--- config.mk ---
export PLATFORM = sky130hd
export DESIGN_NAME = i3c_ahb_csr_mgr_flat
export DESIGN_NICKNAME = d
export VERILOG_FILES = /design/src/rtl/i3c_pkg.sv /design/src/rtl/i3c_ahb_csr_mgr_if.sv /design/src/rtl/i3c_ahb_csr_mgr.sv /design/src/flat_wrapper.sv
export SDC_FILE = /design/constraint.sdc
export NUM_CORES = 1
export LEC_CHECK = 0
export BUFFER_PORTS_ARGS = -buffer_cell sky130_fd_sc_hd__buf_2
export CAP_MARGIN = 25
export CORE_MARGIN = 1
export CORE_UTILIZATION = 50
export CTS_CLUSTER_SIZE = 28
export DETAILED_ROUTE_END_ITERATION = 10
export GPL_ROUTABILITY_DRIVEN = 1
export PLACE_DENSITY = 0.85
export SYNTH_ARGS = -nofsm -noshare
export SYNTH_HDL_FRONTEND = slang
export SYNTH_SLANG_ARGS = --single-unit
--- constraint.sdc ---
create_clock -name clk_i -period 2.5 [get_ports clk_i]
set_input_delay 0.5 -clock clk_i [delete_from_list [all_inputs] [get_ports clk_i]]
set_output_delay 0.5 -clock clk_i [all_outputs]
set_load 0.03 [all_outputs]
--- src/rtl/i3c_pkg.sv ---
// -----------------------------------------------------------------------------
// i3c_pkg
// Shared types and AHB-Lite encodings for the I3C AHB CSR manager.
//   - mgr_state_e     : manager FSM state encoding
//   - HTRANS_* / HBURST_* / HPROT_* : AHB-Lite control encodings
//   - hsize_for_width : HSIZE value for a full-width beat of a given bus width
// Default bus widths come from `AHB_ADDR_WIDTH / `AHB_DATA_WIDTH. Both fall back
// to 32 when the build does not define them.
// -----------------------------------------------------------------------------
`ifndef AHB_ADDR_WIDTH
`define AHB_ADDR_WIDTH 32
`endif
`ifndef AHB_DATA_WIDTH
`define AHB_DATA_WIDTH 32
`endif

package i3c_pkg;

    typedef enum logic [2:0] {
        ST_IDLE  = 3'd0,
        ST_ADDR  = 3'd1,
        ST_DATA  = 3'd2,
        ST_RESP  = 3'd3,
        ST_DRAIN = 3'd4
    } mgr_state_e;

    localparam logic [1:0] HTRANS_IDLE   = 2'b00;
    localparam logic [1:0] HTRANS_NONSEQ = 2'b10;
    localparam logic [2:0] HBURST_SINGLE = 3'b000;
    localparam logic [3:0] HPROT_DEFAULT = 4'b0011;

    // HSIZE encodes log2 of the beat size in bytes; always a full-width beat here.
    function automatic logic [2:0] hsize_for_width(input int data_width);
        hsize_for_width = 3'($clog2(data_width / 8));
    endfunction

endpackage

--- src/rtl/i3c_ahb_csr_mgr_if.sv ---
// -----------------------------------------------------------------------------
// i3c_ahb_csr_mgr_if
// Bundles the request/response handshake and the AHB-Lite manager signals of
// i3c_ahb_csr_mgr.
//   master : view of the manager (the design)
//   slave  : view of the requester plus AHB subordinate (environment)
// Parameters: AhbAddrWidth, AhbDataWidth (32 or 64).
// -----------------------------------------------------------------------------
interface i3c_ahb_csr_mgr_if #(
    parameter int AhbAddrWidth = `AHB_ADDR_WIDTH,
    parameter int AhbDataWidth = `AHB_DATA_WIDTH
);
    localparam int StrbWidth = AhbDataWidth / 8;

    // request channel
    logic                    req_valid_i;
    logic                    req_ready_o;
    logic                    req_write_i;
    logic [AhbAddrWidth-1:0] req_addr_i;
    logic [AhbDataWidth-1:0] req_wdata_i;
    logic [StrbWidth-1:0]    req_wstrb_i;

    // response channel
    logic                    rsp_valid_o;
    logic                    rsp_ready_i;
    logic [AhbDataWidth-1:0] rsp_rdata_o;
    logic                    rsp_err_o;

    // AHB-Lite manager side
    logic [AhbAddrWidth-1:0] haddr_o;
    logic                    hwrite_o;
    logic [2:0]              hsize_o;
    logic [1:0]              htrans_o;
    logic [2:0]              hburst_o;
    logic [3:0]              hprot_o;
    logic                    hsel_o;
    logic                    hready_o;
    logic [AhbDataWidth-1:0] hwdata_o;
    logic [StrbWidth-1:0]    hwstrb_o;
    logic [AhbDataWidth-1:0] hrdata_i;
    logic                    hreadyout_i;
    logic                    hresp_i;

    // sticky status
    logic                    timeout_o;

    modport master (
        input  req_valid_i, req_write_i, req_addr_i, req_wdata_i, req_wstrb_i,
        output req_ready_o,
        output rsp_valid_o, rsp_rdata_o, rsp_err_o,
        input  rsp_ready_i,
        output haddr_o, hwrite_o, hsize_o, htrans_o, hburst_o, hprot_o,
        output hsel_o, hready_o, hwdata_o, hwstrb_o,
        input  hrdata_i, hreadyout_i, hresp_i,
        output timeout_o
    );

    modport slave (
        output req_valid_i, req_write_i, req_addr_i, req_wdata_i, req_wstrb_i,
        input  req_ready_o,
        input  rsp_valid_o, rsp_rdata_o, rsp_err_o,
        output rsp_ready_i,
        input  haddr_o, hwrite_o, hsize_o, htrans_o, hburst_o, hprot_o,
        input  hsel_o, hready_o, hwdata_o, hwstrb_o,
        output hrdata_i, hreadyout_i, hresp_i,
        input  timeout_o
    );

endinterface

--- src/rtl/i3c_ahb_csr_mgr.sv ---
// -----------------------------------------------------------------------------
// i3c_ahb_csr_mgr
// Single-outstanding AHB-Lite manager for CSR accesses. A request accepted in
// IDLE issues one SINGLE NONSEQ transfer (ADDR, then DATA until HREADY) and the
// captured read data / HRESP is returned on the response channel (RESP).
// Ports:
//   clk_i  : clock, all logic on the rising edge
//   rst_i  : synchronous active-high reset
//   bus    : i3c_ahb_csr_mgr_if.master (request, response, AHB-Lite, timeout_o)
// Parameters: AhbAddrWidth, AhbDataWidth (32/64), TimeoutCycles.
// Build option: define I3C_AHB_MGR_TIMEOUT_EN to bound the data-phase wait to
// TimeoutCycles cycles; the transfer is then answered with an error, timeout_o
// is set (sticky) and the FSM sits in DRAIN until the subordinate finally
// raises HREADYOUT. Without it, DATA waits indefinitely and timeout_o is 0.
// -----------------------------------------------------------------------------
module i3c_ahb_csr_mgr
    import i3c_pkg::*;
#(
    parameter int AhbAddrWidth  = `AHB_ADDR_WIDTH,
    parameter int AhbDataWidth  = `AHB_DATA_WIDTH,
    parameter int TimeoutCycles = 1024
) (
    input logic               clk_i,
    input logic               rst_i,
    i3c_ahb_csr_mgr_if.master bus
);

    localparam int StrbWidth = AhbDataWidth / 8;
    localparam int LsbBits   = $clog2(StrbWidth);
    localparam logic [AhbAddrWidth-1:0] AddrLsbMask = AhbAddrWidth'((1 << LsbBits) - 1);
    localparam logic [2:0] HsizeValue = hsize_for_width(AhbDataWidth);

    mgr_state_e              state_r;
    mgr_state_e              state_next_s;
    logic                    req_ready_r;
    logic                    req_fire_s;
    logic                    data_done_s;
    logic                    timeout_hit_s;
    logic                    drain_pending_s;
    logic                    timeout_flag_s;

    logic [1:0]              htrans_r;
    logic                    hsel_r;
    logic [AhbAddrWidth-1:0] haddr_r;
    logic                    hwrite_r;
    logic [AhbDataWidth-1:0] wdata_r;
    logic [StrbWidth-1:0]    wstrb_r;
    logic [AhbDataWidth-1:0] hwdata_r;
    logic [StrbWidth-1:0]    hwstrb_r;

    logic                    rsp_valid_r;
    logic [AhbDataWidth-1:0] rsp_rdata_r;
    logic                    rsp_err_r;

    // req_ready_r is high exactly when the FSM sits in IDLE
    assign req_fire_s  = bus.req_valid_i & req_ready_r;
    assign data_done_s = (state_r == ST_DATA) & bus.hreadyout_i;

`ifdef I3C_AHB_MGR_TIMEOUT_EN
    localparam int CntWidth = $clog2(TimeoutCycles) + 1;
    localparam logic [CntWidth-1:0] CntLast = CntWidth'(TimeoutCycles - 1);

    logic [CntWidth-1:0] wait_cnt_r;
    logic                timed_out_r;
    logic                timeout_r;

    // The wait cycle that would be number TimeoutCycles aborts the data phase.
    assign timeout_hit_s   = (state_r == ST_DATA) & ~bus.hreadyout_i & (wait_cnt_r == CntLast);
    assign drain_pending_s = timed_out_r;
    assign timeout_flag_s  = timeout_r;

    // Wait-state counter, drain marker and sticky timeout flag
    always_ff @(posedge clk_i) begin
        if (rst_i) begin
            wait_cnt_r  <= {CntWidth{1'b0}};
            timed_out_r <= 1'b0;
            timeout_r   <= 1'b0;
        end else begin
            if ((state_r == ST_DATA) && !bus.hreadyout_i && !timeout_hit_s) begin
                wait_cnt_r <= wait_cnt_r + CntWidth'(1);
            end else begin
                wait_cnt_r <= {CntWidth{1'b0}};
            end
            if (timeout_hit_s) begin
                timed_out_r <= 1'b1;
                timeout_r   <= 1'b1;
            end else if ((state_r == ST_DRAIN) && bus.hreadyout_i) begin
                // abandoned transfer finally retired by the subordinate
                timed_out_r <= 1'b0;
            end
        end
    end
`else
    assign timeout_hit_s   = 1'b0;
    assign drain_pending_s = 1'b0;
    assign timeout_flag_s  = 1'b0;
`endif

    // Next-state logic
    always_comb begin
        state_next_s = state_r;
        case (state_r)
            ST_IDLE: begin
                if (req_fire_s) begin
                    state_next_s = ST_ADDR;
                end else begin
                    state_next_s = ST_IDLE;
                end
            end
            ST_ADDR: begin
                state_next_s = ST_DATA;
            end
            ST_DATA: begin
                if (bus.hreadyout_i || timeout_hit_s) begin
                    state_next_s = ST_RESP;
                end else begin
                    state_next_s = ST_DATA;
                end
            end
            ST_RESP: begin
                if (bus.rsp_ready_i) begin
                    // after a timeout the subordinate still owns the data phase
                    if (drain_pending_s) begin
                        state_next_s = ST_DRAIN;
                    end else begin
                        state_next_s = ST_IDLE;
                    end
                end else begin
                    state_next_s = ST_RESP;
                end
            end
            ST_DRAIN: begin
                if (bus.hreadyout_i) begin
                    state_next_s = ST_IDLE;
                end else begin
                    state_next_s = ST_DRAIN;
                end
            end
            default: begin
                state_next_s = ST_IDLE;
            end
        endcase
    end

    // State register and state-decoded registered controls
    always_ff @(posedge clk_i) begin
        if (rst_i) begin
            state_r     <= ST_IDLE;
            req_ready_r <= 1'b1;
            htrans_r    <= HTRANS_IDLE;
            hsel_r      <= 1'b0;
            rsp_valid_r <= 1'b0;
        end else begin
            state_r     <= state_next_s;
            req_ready_r <= (state_next_s == ST_IDLE);
            htrans_r    <= (state_next_s == ST_ADDR) ? HTRANS_NONSEQ : HTRANS_IDLE;
            hsel_r      <= (state_next_s == ST_ADDR);
            rsp_valid_r <= (state_next_s == ST_RESP);
        end
    end

    // Request capture; haddr/hwrite keep their value between transfers
    always_ff @(posedge clk_i) begin
        if (rst_i) begin
            haddr_r  <= {AhbAddrWidth{1'b0}};
            hwrite_r <= 1'b0;
            wdata_r  <= {AhbDataWidth{1'b0}};
            wstrb_r  <= {StrbWidth{1'b0}};
        end else if (req_fire_s) begin
            haddr_r  <= bus.req_addr_i & ~AddrLsbMask;
            hwrite_r <= bus.req_write_i;
            wdata_r  <= bus.req_wdata_i;
            wstrb_r  <= bus.req_wstrb_i;
        end
    end

    // Write data phase: present data only while in DATA for a write
    always_ff @(posedge clk_i) begin
        if (rst_i) begin
            hwdata_r <= {AhbDataWidth{1'b0}};
            hwstrb_r <= {StrbWidth{1'b0}};
        end else if ((state_next_s == ST_DATA) && hwrite_r) begin
            hwdata_r <= wdata_r;
            hwstrb_r <= wstrb_r;
        end else begin
            hwdata_r <= {AhbDataWidth{1'b0}};
            hwstrb_r <= {StrbWidth{1'b0}};
        end
    end

    // Response capture at the end of the data phase (or on timeout)
    always_ff @(posedge clk_i) begin
        if (rst_i) begin
            rsp_rdata_r <= {AhbDataWidth{1'b0}};
            rsp_err_r   <= 1'b0;
        end else if (data_done_s) begin
            rsp_rdata_r <= hwrite_r ? {AhbDataWidth{1'b0}} : bus.hrdata_i;
            rsp_err_r   <= bus.hresp_i;
        end else if (timeout_hit_s) begin
            rsp_rdata_r <= {AhbDataWidth{1'b0}};
            rsp_err_r   <= 1'b1;
        end
    end

    assign bus.req_ready_o = req_ready_r;
    assign bus.rsp_valid_o = rsp_valid_r;
    assign bus.rsp_rdata_o = rsp_rdata_r;
    assign bus.rsp_err_o   = rsp_err_r;
    assign bus.haddr_o     = haddr_r;
    assign bus.hwrite_o    = hwrite_r;
    assign bus.hsize_o     = HsizeValue;
    assign bus.htrans_o    = htrans_r;
    assign bus.hburst_o    = HBURST_SINGLE;
    assign bus.hprot_o     = HPROT_DEFAULT;
    assign bus.hsel_o      = hsel_r;
    assign bus.hready_o    = bus.hreadyout_i;
    assign bus.hwdata_o    = hwdata_r;
    assign bus.hwstrb_o    = hwstrb_r;
    assign bus.timeout_o   = timeout_flag_s;

endmodule

--- src/flat_wrapper.sv ---
// flat-port wrapper written by rule: the top's interface ports become plain ports
module i3c_ahb_csr_mgr_flat import i3c_pkg::*;
#(
    parameter int AhbAddrWidth  = `AHB_ADDR_WIDTH,
    parameter int AhbDataWidth  = `AHB_DATA_WIDTH,
    parameter int TimeoutCycles = 1024
)
  (clk_i, rst_i, bus_req_valid_i, bus_req_write_i, bus_req_addr_i, bus_req_wdata_i, bus_req_wstrb_i, bus_req_ready_o, bus_rsp_valid_o, bus_rsp_rdata_o, bus_rsp_err_o, bus_rsp_ready_i, bus_haddr_o, bus_hwrite_o, bus_hsize_o, bus_htrans_o, bus_hburst_o, bus_hprot_o, bus_hsel_o, bus_hready_o, bus_hwdata_o, bus_hwstrb_o, bus_hrdata_i, bus_hreadyout_i, bus_hresp_i, bus_timeout_o);
  i3c_ahb_csr_mgr_if #(.AhbAddrWidth(AhbAddrWidth), .AhbDataWidth(AhbDataWidth)) bus_i ();
  input logic clk_i;
  input logic rst_i;
  input wire logic [$bits(bus_i.req_valid_i)-1:0] bus_req_valid_i;
  input wire logic [$bits(bus_i.req_write_i)-1:0] bus_req_write_i;
  input wire logic [$bits(bus_i.req_addr_i)-1:0] bus_req_addr_i;
  input wire logic [$bits(bus_i.req_wdata_i)-1:0] bus_req_wdata_i;
  input wire logic [$bits(bus_i.req_wstrb_i)-1:0] bus_req_wstrb_i;
  output wire logic [$bits(bus_i.req_ready_o)-1:0] bus_req_ready_o;
  output wire logic [$bits(bus_i.rsp_valid_o)-1:0] bus_rsp_valid_o;
  output wire logic [$bits(bus_i.rsp_rdata_o)-1:0] bus_rsp_rdata_o;
  output wire logic [$bits(bus_i.rsp_err_o)-1:0] bus_rsp_err_o;
  input wire logic [$bits(bus_i.rsp_ready_i)-1:0] bus_rsp_ready_i;
  output wire logic [$bits(bus_i.haddr_o)-1:0] bus_haddr_o;
  output wire logic [$bits(bus_i.hwrite_o)-1:0] bus_hwrite_o;
  output wire logic [$bits(bus_i.hsize_o)-1:0] bus_hsize_o;
  output wire logic [$bits(bus_i.htrans_o)-1:0] bus_htrans_o;
  output wire logic [$bits(bus_i.hburst_o)-1:0] bus_hburst_o;
  output wire logic [$bits(bus_i.hprot_o)-1:0] bus_hprot_o;
  output wire logic [$bits(bus_i.hsel_o)-1:0] bus_hsel_o;
  output wire logic [$bits(bus_i.hready_o)-1:0] bus_hready_o;
  output wire logic [$bits(bus_i.hwdata_o)-1:0] bus_hwdata_o;
  output wire logic [$bits(bus_i.hwstrb_o)-1:0] bus_hwstrb_o;
  input wire logic [$bits(bus_i.hrdata_i)-1:0] bus_hrdata_i;
  input wire logic [$bits(bus_i.hreadyout_i)-1:0] bus_hreadyout_i;
  input wire logic [$bits(bus_i.hresp_i)-1:0] bus_hresp_i;
  output wire logic [$bits(bus_i.timeout_o)-1:0] bus_timeout_o;
  assign bus_i.req_valid_i = bus_req_valid_i;
  assign bus_i.req_write_i = bus_req_write_i;
  assign bus_i.req_addr_i = bus_req_addr_i;
  assign bus_i.req_wdata_i = bus_req_wdata_i;
  assign bus_i.req_wstrb_i = bus_req_wstrb_i;
  assign bus_req_ready_o = bus_i.req_ready_o;
  assign bus_rsp_valid_o = bus_i.rsp_valid_o;
  assign bus_rsp_rdata_o = bus_i.rsp_rdata_o;
  assign bus_rsp_err_o = bus_i.rsp_err_o;
  assign bus_i.rsp_ready_i = bus_rsp_ready_i;
  assign bus_haddr_o = bus_i.haddr_o;
  assign bus_hwrite_o = bus_i.hwrite_o;
  assign bus_hsize_o = bus_i.hsize_o;
  assign bus_htrans_o = bus_i.htrans_o;
  assign bus_hburst_o = bus_i.hburst_o;
  assign bus_hprot_o = bus_i.hprot_o;
  assign bus_hsel_o = bus_i.hsel_o;
  assign bus_hready_o = bus_i.hready_o;
  assign bus_hwdata_o = bus_i.hwdata_o;
  assign bus_hwstrb_o = bus_i.hwstrb_o;
  assign bus_i.hrdata_i = bus_hrdata_i;
  assign bus_i.hreadyout_i = bus_hreadyout_i;
  assign bus_i.hresp_i = bus_hresp_i;
  assign bus_timeout_o = bus_i.timeout_o;
  i3c_ahb_csr_mgr #(.AhbAddrWidth(AhbAddrWidth), .AhbDataWidth(AhbDataWidth), .TimeoutCycles(TimeoutCycles)) u_core (.clk_i(clk_i), .rst_i(rst_i), .bus(bus_i));
endmodule
==> results of run 1 <==
## placed cells by master, fill, tap and decap left out, drive strengths merged
cell      Yosys  routed
a21oi       100     100
dfxtp       142     142
clkbuf       23      17
clkinvlp      0       3
or3           1       1
conb          2      14
a31o          1       1
nor2b         4       4
o21a          1       1
o2111a        1       1
and2         38      38
clkinv        0       3
nor4          1       1
nand2       171     171
and3          1       1
nor4bb        1       1
buf          33     216
o21ai         1       1
inv           0       8
nand3b       33      33
bufinv        0       1
nor2          3       3
## power breakdown
part / switching, mW / internal [mW]
combinational: 0.432 / 0.211
clock: 1.04 / 1.35
sequential: 0.0549 / 2.37
## final cells by class
class	instances	area, um^2	area share, %
clock buffers	17	414	6.40
clock inverters	15	150	2.32
multi-input cells	371	1800	27.8
flip-flops and latches	142	2840	43.9
well taps	129	161	2.49
repair buffers	216	1100	17.0
## per-stage QoR
stage	util [%]	hold WS (ns)	std cells	power [mW]	instance area, um^2
5_1_grt	69.0	0.193	890	5.67	6470
3_5_place_dp	63.0	0.438	858	3.12	5910
2_1_floorplan	-	0.430	569	2.92	4950
3_3_place_gp	63.0	0.433	858	3.09	5910
6_report	69.0	0.219	890	5.46	6470
4_1_cts	69.0	0.181	890	5.49	6470
## cell families (layout without fill, tap and decap cells)
family                 after synthesis  after routing  share of synthesized area, %
AOI/OAI and AO/OA                  104            104                          10.9
buffers and inverters               56            248                          6.37
DFF                                142            142                          57.9
other                                2             14                         0.153
and+or+nand+nor                    253            253                          24.7
## sequential cells by signal (all words and copies together) (netlist names)
name	cells
u_core.bus.haddr_o	30
u_core.bus.htrans_o	1
u_core.bus.hwdata_o	32
u_core.bus.hwrite_o	1
u_core.bus.hwstrb_o	4
u_core.bus.req_ready_o	1
u_core.bus.rsp_err_o	1
u_core.bus.rsp_rdata_o	32
u_core.bus.rsp_valid_o	1
u_core.state_r	3
u_core.wdata_r	32
u_core.wstrb_r	4
## layer usage
metal | wire (um) | share of wire, % | track usage [%]
met4 | 236 | 2.0 | 9.48
met3 | 668 | 5.6 | 6.03
met5 | 0 | 0 | 0
met2 | 6210 | 52 | 40.7
met1 | 4730 | 40 | 25.5
## how the worst max path moves through the flow
stage | end | cells past startpoint
CTS | bus_hwrite_o | 1
detailed placement | u_core.bus.hwdata_o[7]$_SDFF_PP0_ | 5
finish | bus_hwrite_o | 1
global route | bus_hwrite_o | 1
global placement | u_core.bus.hwdata_o[6]$_SDFF_PP0_ | 5
floorplan | u_core.bus.hwdata_o[10]$_SDFF_PP0_ | 6
==> key figures, run 1 <==
Die
  – Num rows: 35
  – Die Height: approximately 100 um
  – Area of the core: approximately 9400 um^2
  – IO Count: 226
  – Starting density of the core: a little over half
  – Die area: a little over 10000 um^2
  – Die width: 101 um

Cells and area
  – Fraction of layout cells with a size suffix above 1: about a third
  – Fill cells: 790
  – Diode count: 0
  – Nets: 855
  – Area Overhead vs Synth: 31.8%

Setup path
  – CP max FO: 15
  – CP cell instances: buf_2
  – Setup crit start kind: flip-flop
  – Data arrival time of the critical path: 1.34 ns
  – Family with the most delay on the worst path: flip-flops
  – Crit path largest cell delay: 0.56 ns
  – Crit path max-delay cell type: dfxtp_1
  – Critical path origin: u_core.bus.hwrite_o$_SDFFE_PP0N_
  – Worst reg2reg path startpoint: u_core.state_r[0]$_SDFF_PP0_
  – CP required: 2.00 ns
  – CP bufs+invs: 1
  – CP Capture Type: output port
  – R2R cell count: 4
  – Flop2flop setup slack: ~0.82 ns
  – FF-to-FF End: u_core.bus.hwdata_o[13]$_SDFF_PP0_
  – Critical path class: reg2out

Timing
  – Final count of pins violating max slew: 0
  – Final hold vios: 0
  – RSZ-0062 raised after global routing: false
  – F_max: around 540 MHz
  – Minimum clock period: 1.84 ns
  – Clock skew: between 0.01 and 0.015 ns
  – Final setup viols: 0
  – Final period utilization: 73.7%
  – Worst slew margin: between 20% and 30%
  – Setup TNS: 0 ns
  – Slew @ Worst Pin: between 1 and 1.5 ns
  – Worst Slack Setup Final: about 0.66 ns

Detailed routing
  – DR iter-0 viols: between 100 and 150
  – DR WL/cell: approximately 13 um
  – Drt first pass iters: 4
  – Vias per Instance: between 4 and 5
  – Drc violations: 0
  – Post-detailed-route count of antenna-violating nets: 0
  – Vias: 4316
  – Final wirelength: between 10 and 15 mm

Clock tree
  – # hold bufs at CTS: 0
  – Clk root buf: clkbuf_8
  – Htree depth: 4
  – Post-CTS Setup Inserts: 0
  – Clk buf depth: 2
  – Total CTS buffers: 17
  – CTS tree: done
  – Worst-skew pair later-pin latency: slightly above 0.5 ns
  – CTS clk-pin slew, worst paths: approximately 0.06 ns
  – Clock sink total: between 100 and 150
  – Resize count post-CTS: 0

Synthesis
  – Share of the synthesized area in the top cell type: 57.9%
  – Avg Cell Area, Syn: about 8.8 um^2
  – Post-synthesis register bit count: between 100 and 150
  – Mapped Area: just under 5000 um^2
  – Async SR Flop Fraction: 0%
  – Post-synthesis sequential area ratio: between 50% and 60%
  – Cell taking the most area after synthesis: dfxtp_1
  – Post-synth EDFFs: 0
  – Synth unique cells: 23
  – Most common cell in the netlist: nand2_1
  – Synth top cells by count: 171 x nand2_1, 142 x dfxtp_1, 100 x a21oi_1
  – Largest cells by area after synthesis: dfxtp_1 58%, nand2_1 13%, a21oi_1 10%, nand3b_1 5.0%, and2_1 4.7%
  – Top FF cell, synth: dfxtp_1
  – Cells after Synth: between 500 and 600
  – Synth warn: 0

Power and ir drop
  – Peak supply drop: about 0.00040 V
  – PwrDens: 844 nW/um^2
  – Leakage: between 2 and 3 nW

Global routing
  – Initial antenna violation count: 0
  – Number of global-route vias before repair: 4000
  – Largest net degree at the start of global routing: between 100 and 150
  – GRT overflow: 0
  – GRT Resource Usage Total: about 23%
  – First-pass GRT wire length: ~18 mm

Place
  – Dpl ws: around 0.6 ns
  – Port buffer count: between 200 and 250
  – GP Congestion: around 0.76
  – Placed wire-length estimate: approximately 7.6 mm

Hold path
  – Hold path cells: 2
  – Worst Hold Launch: rst_i
  – Hold WC Path Type: in2reg
  – Hold path endpoint: u_core.state_r[1]$_SDFF_PP0_

Run status
  – Run status: finished, final reports clean

Run
  – Max-Cap Viols: 0
No activity file was read; power rests on OpenSTA's default activity.
==> run 2, diff against run 1 <==
--- a/config.mk
+++ b/config.mk
@@ -8,11 +8,11 @@
 export BUFFER_PORTS_ARGS = -buffer_cell sky130_fd_sc_hd__buf_2
 export CAP_MARGIN = 25
 export CORE_MARGIN = 1
-export CORE_UTILIZATION = 50
+export CORE_UTILIZATION = 46
 export CTS_CLUSTER_SIZE = 28
 export DETAILED_ROUTE_END_ITERATION = 10
 export GPL_ROUTABILITY_DRIVEN = 1
-export PLACE_DENSITY = 0.85
+export PLACE_DENSITY = 0.79
 export SYNTH_ARGS = -nofsm -noshare
 export SYNTH_HDL_FRONTEND = slang
 export SYNTH_SLANG_ARGS = --single-unit
==> constraint.sdc (replaced) <==
create_clock -name clk_i -period 1.7 [get_ports clk_i]
set_input_delay 0.34 -clock clk_i [delete_from_list [all_inputs] [get_ports clk_i]]
set_output_delay 0.34 -clock clk_i [all_outputs]
set_load 0.03 [all_outputs]
==> key figures, run 2 (same netlist as run 1, synthesis figures left out) <==
Clock tree
  – Worst-skew pair later-pin latency: 0.51 ns
  – Htree depth: 4
  – Clk buf depth: 2
  – Total CTS buffers: 17
  – CTS clk-pin slew, worst paths: 0.06 ns
  – CTS tree: done
  – Post-CTS Setup Inserts: 0
  – # hold bufs at CTS: 0
  – Clock sink total: roughly 140
  – Clk root buf: clkbuf_8
  – Resize count post-CTS: 0

Die
  – Die Height: between 100 and 150 um
  – Num rows: 37
  – Die area: approximately 11000 um^2
  – Area of the core: just over 10000 um^2
  – Starting density of the core: between 40% and 50%
  – Die width: about 110 um
  – IO Count: about 230

Setup path
  – FF-to-FF End: u_core.bus.hwdata_o[4]$_SDFF_PP0_
  – Critical path class: reg2out
  – Worst reg2reg path startpoint: u_core.state_r[0]$_SDFF_PP0_
  – Flop2flop setup slack: 0.29 ns
  – Setup crit end: bus_hwrite_o
  – CP required: between 1 and 1.5 ns
  – R2R cell count: 5
  – CP Capture Type: output port
  – Setup crit start kind: flip-flop
  – Crit path max-delay cell type: dfxtp_1
  – CP max FO: 14
  – Data arrival time of the critical path: around 1.3 ns
  – Crit path largest cell delay: about 0.4 ns
  – CP cell instances: buf_6 > clkbuf_4
  – Critical path origin: u_core.bus.hwrite_o$_SDFFE_PP0N_

Cells and area
  – Post-route cell area: around 6600 um^2
  – Area Overhead vs Synth: 34.6%
  – Nets: 860
  – Fraction of layout cells with a size suffix above 1: 33.7%
  – Diode count: 0
  – Commonest non-fill, non-tap cell in the layout: buf_2
  – Most frequent cells in the layout: 207 x buf_2, 170 x nand2_1, 142 x dfxtp_1

Global routing
  – First-pass GRT wire length: ~19 mm
  – GRT overflow: 0
  – Largest net degree at the start of global routing: around 110
  – Initial antenna violation count: 0
  – Number of global-route vias before repair: 4120
  – GRT Resource Usage Total: 21.2%

Power and ir drop
  – Register share of total power: 43.7%
  – Sw power: ~2.1 mW
  – Peak supply drop: ~0.00056 V
  – Sw Ratio: 25.7%
  – Int Pwr: about 6.1 mW
  – PwrDens: around 1200 nW/um^2
  – Combinational share of power: roughly an eighth
  – Leakage: 3.05 nW
  – Clk pwr share: between 40% and 50%

Timing
  – F_max: 623 MHz
  – Final period utilization: between 90% and 100%
  – Final hold vios: 0
  – RSZ-0062 raised after global routing: false
  – Setup TNS: 0 ns
  – Final count of pins violating max slew: 0
  – Minimum clock period: approximately 1.6 ns
  – Final setup viols: 0
  – Clock skew: slightly below 0.008 ns

Place
  – Placed wire-length estimate: 7.93 mm
  – GP Congestion: between 0.7 and 0.8
  – Port buffer count: about 210
  – Placed Area: 6010 um^2

Detailed routing
  – Post-detailed-route count of antenna-violating nets: 0
  – Met2 WL post-DR: approximately 6 mm
  – Vias: ~4300
  – Vias per Instance: 4.81
  – Met1 WL: 4.61 mm
  – DR iter-0 viols: 229
  – DR WL/cell: 12.9 um
  – Drt first pass iters: 5
  – Final wirelength: ~12 mm
  – Drc violations: 0
  – Met3 wire length: approximately 670 um
  – Top Layer Used: met4

Run
  – Max-Cap Viols: 0

Run status
  – Run status: finished, final reports clean

Hold path
  – Hold WC Path Type: in2reg
run 2: power by group through the flow:
stage / clock, mW / sequential [mW] / combinational [mW]
floorplan: 0 / 3.82 / 0.483
global placement: 0 / 3.63 / 0.951
detailed placement: 0 / 3.64 / 0.978
CTS: 3.68 / 3.57 / 0.985
global route: 3.83 / 3.59 / 1.07
finish: 3.62 / 3.57 / 0.977
run 2: worst min-delay path by stage:
stage | endpoint | start | cells past startpoint
6_report | u_core.state_r[1]$_SDFF_PP0_ | rst_i | 2
3_5_place_dp | u_core.bus.hwdata_o[2]$_SDFF_PP0_ | u_core.wdata_r[2]$_SDFFE_PP0N_ | 1
4_1_cts | u_core.state_r[1]$_SDFF_PP0_ | rst_i | 2
3_3_place_gp | u_core.bus.hwdata_o[19]$_SDFF_PP0_ | u_core.wdata_r[19]$_SDFFE_PP0N_ | 1
2_1_floorplan | u_core.bus.hwdata_o[10]$_SDFF_PP0_ | u_core.wdata_r[10]$_SDFFE_PP0N_ | 1
5_1_grt | u_core.state_r[1]$_SDFF_PP0_ | rst_i | 2
run 2: per-stage QoR:
stage	instances	total power [mW]	setup WS (ns)	utilization, %	hold slack [ns]
3_3_place_gp	870	4.58	0.290	58.3	0.434
6_report	902	8.16	0.0938	64.0	0.0517
5_1_grt	902	8.49	0.0147	64.0	0.0246
3_5_place_dp	870	4.62	0.222	58.3	0.439
2_1_floorplan	569	4.30	0.123	-	0.430
4_1_cts	902	8.24	0.0242	63.9	0.0255
run 2: final cells by class:
class	instances	area, um^2
fillers	888	3720
flip-flops and latches	142	2840
multi-input cells	371	1800
repair buffers	221	1210
clock buffers	18	418
well taps	136	170
clock inverters	14	166
run 2: critical path, delay by kind of cell, from the launching register on:
family                 cells  cell delay [ns]
DFF                        1             0.40
buffers and inverters      2             0.36
run 2: routing by layer:
metal	up-vias	track usage [%]
li1	2159	-
met1	1989	23.6
met2	161	37.0
met3	29	5.44
met4	0	11.5
met5	-	0
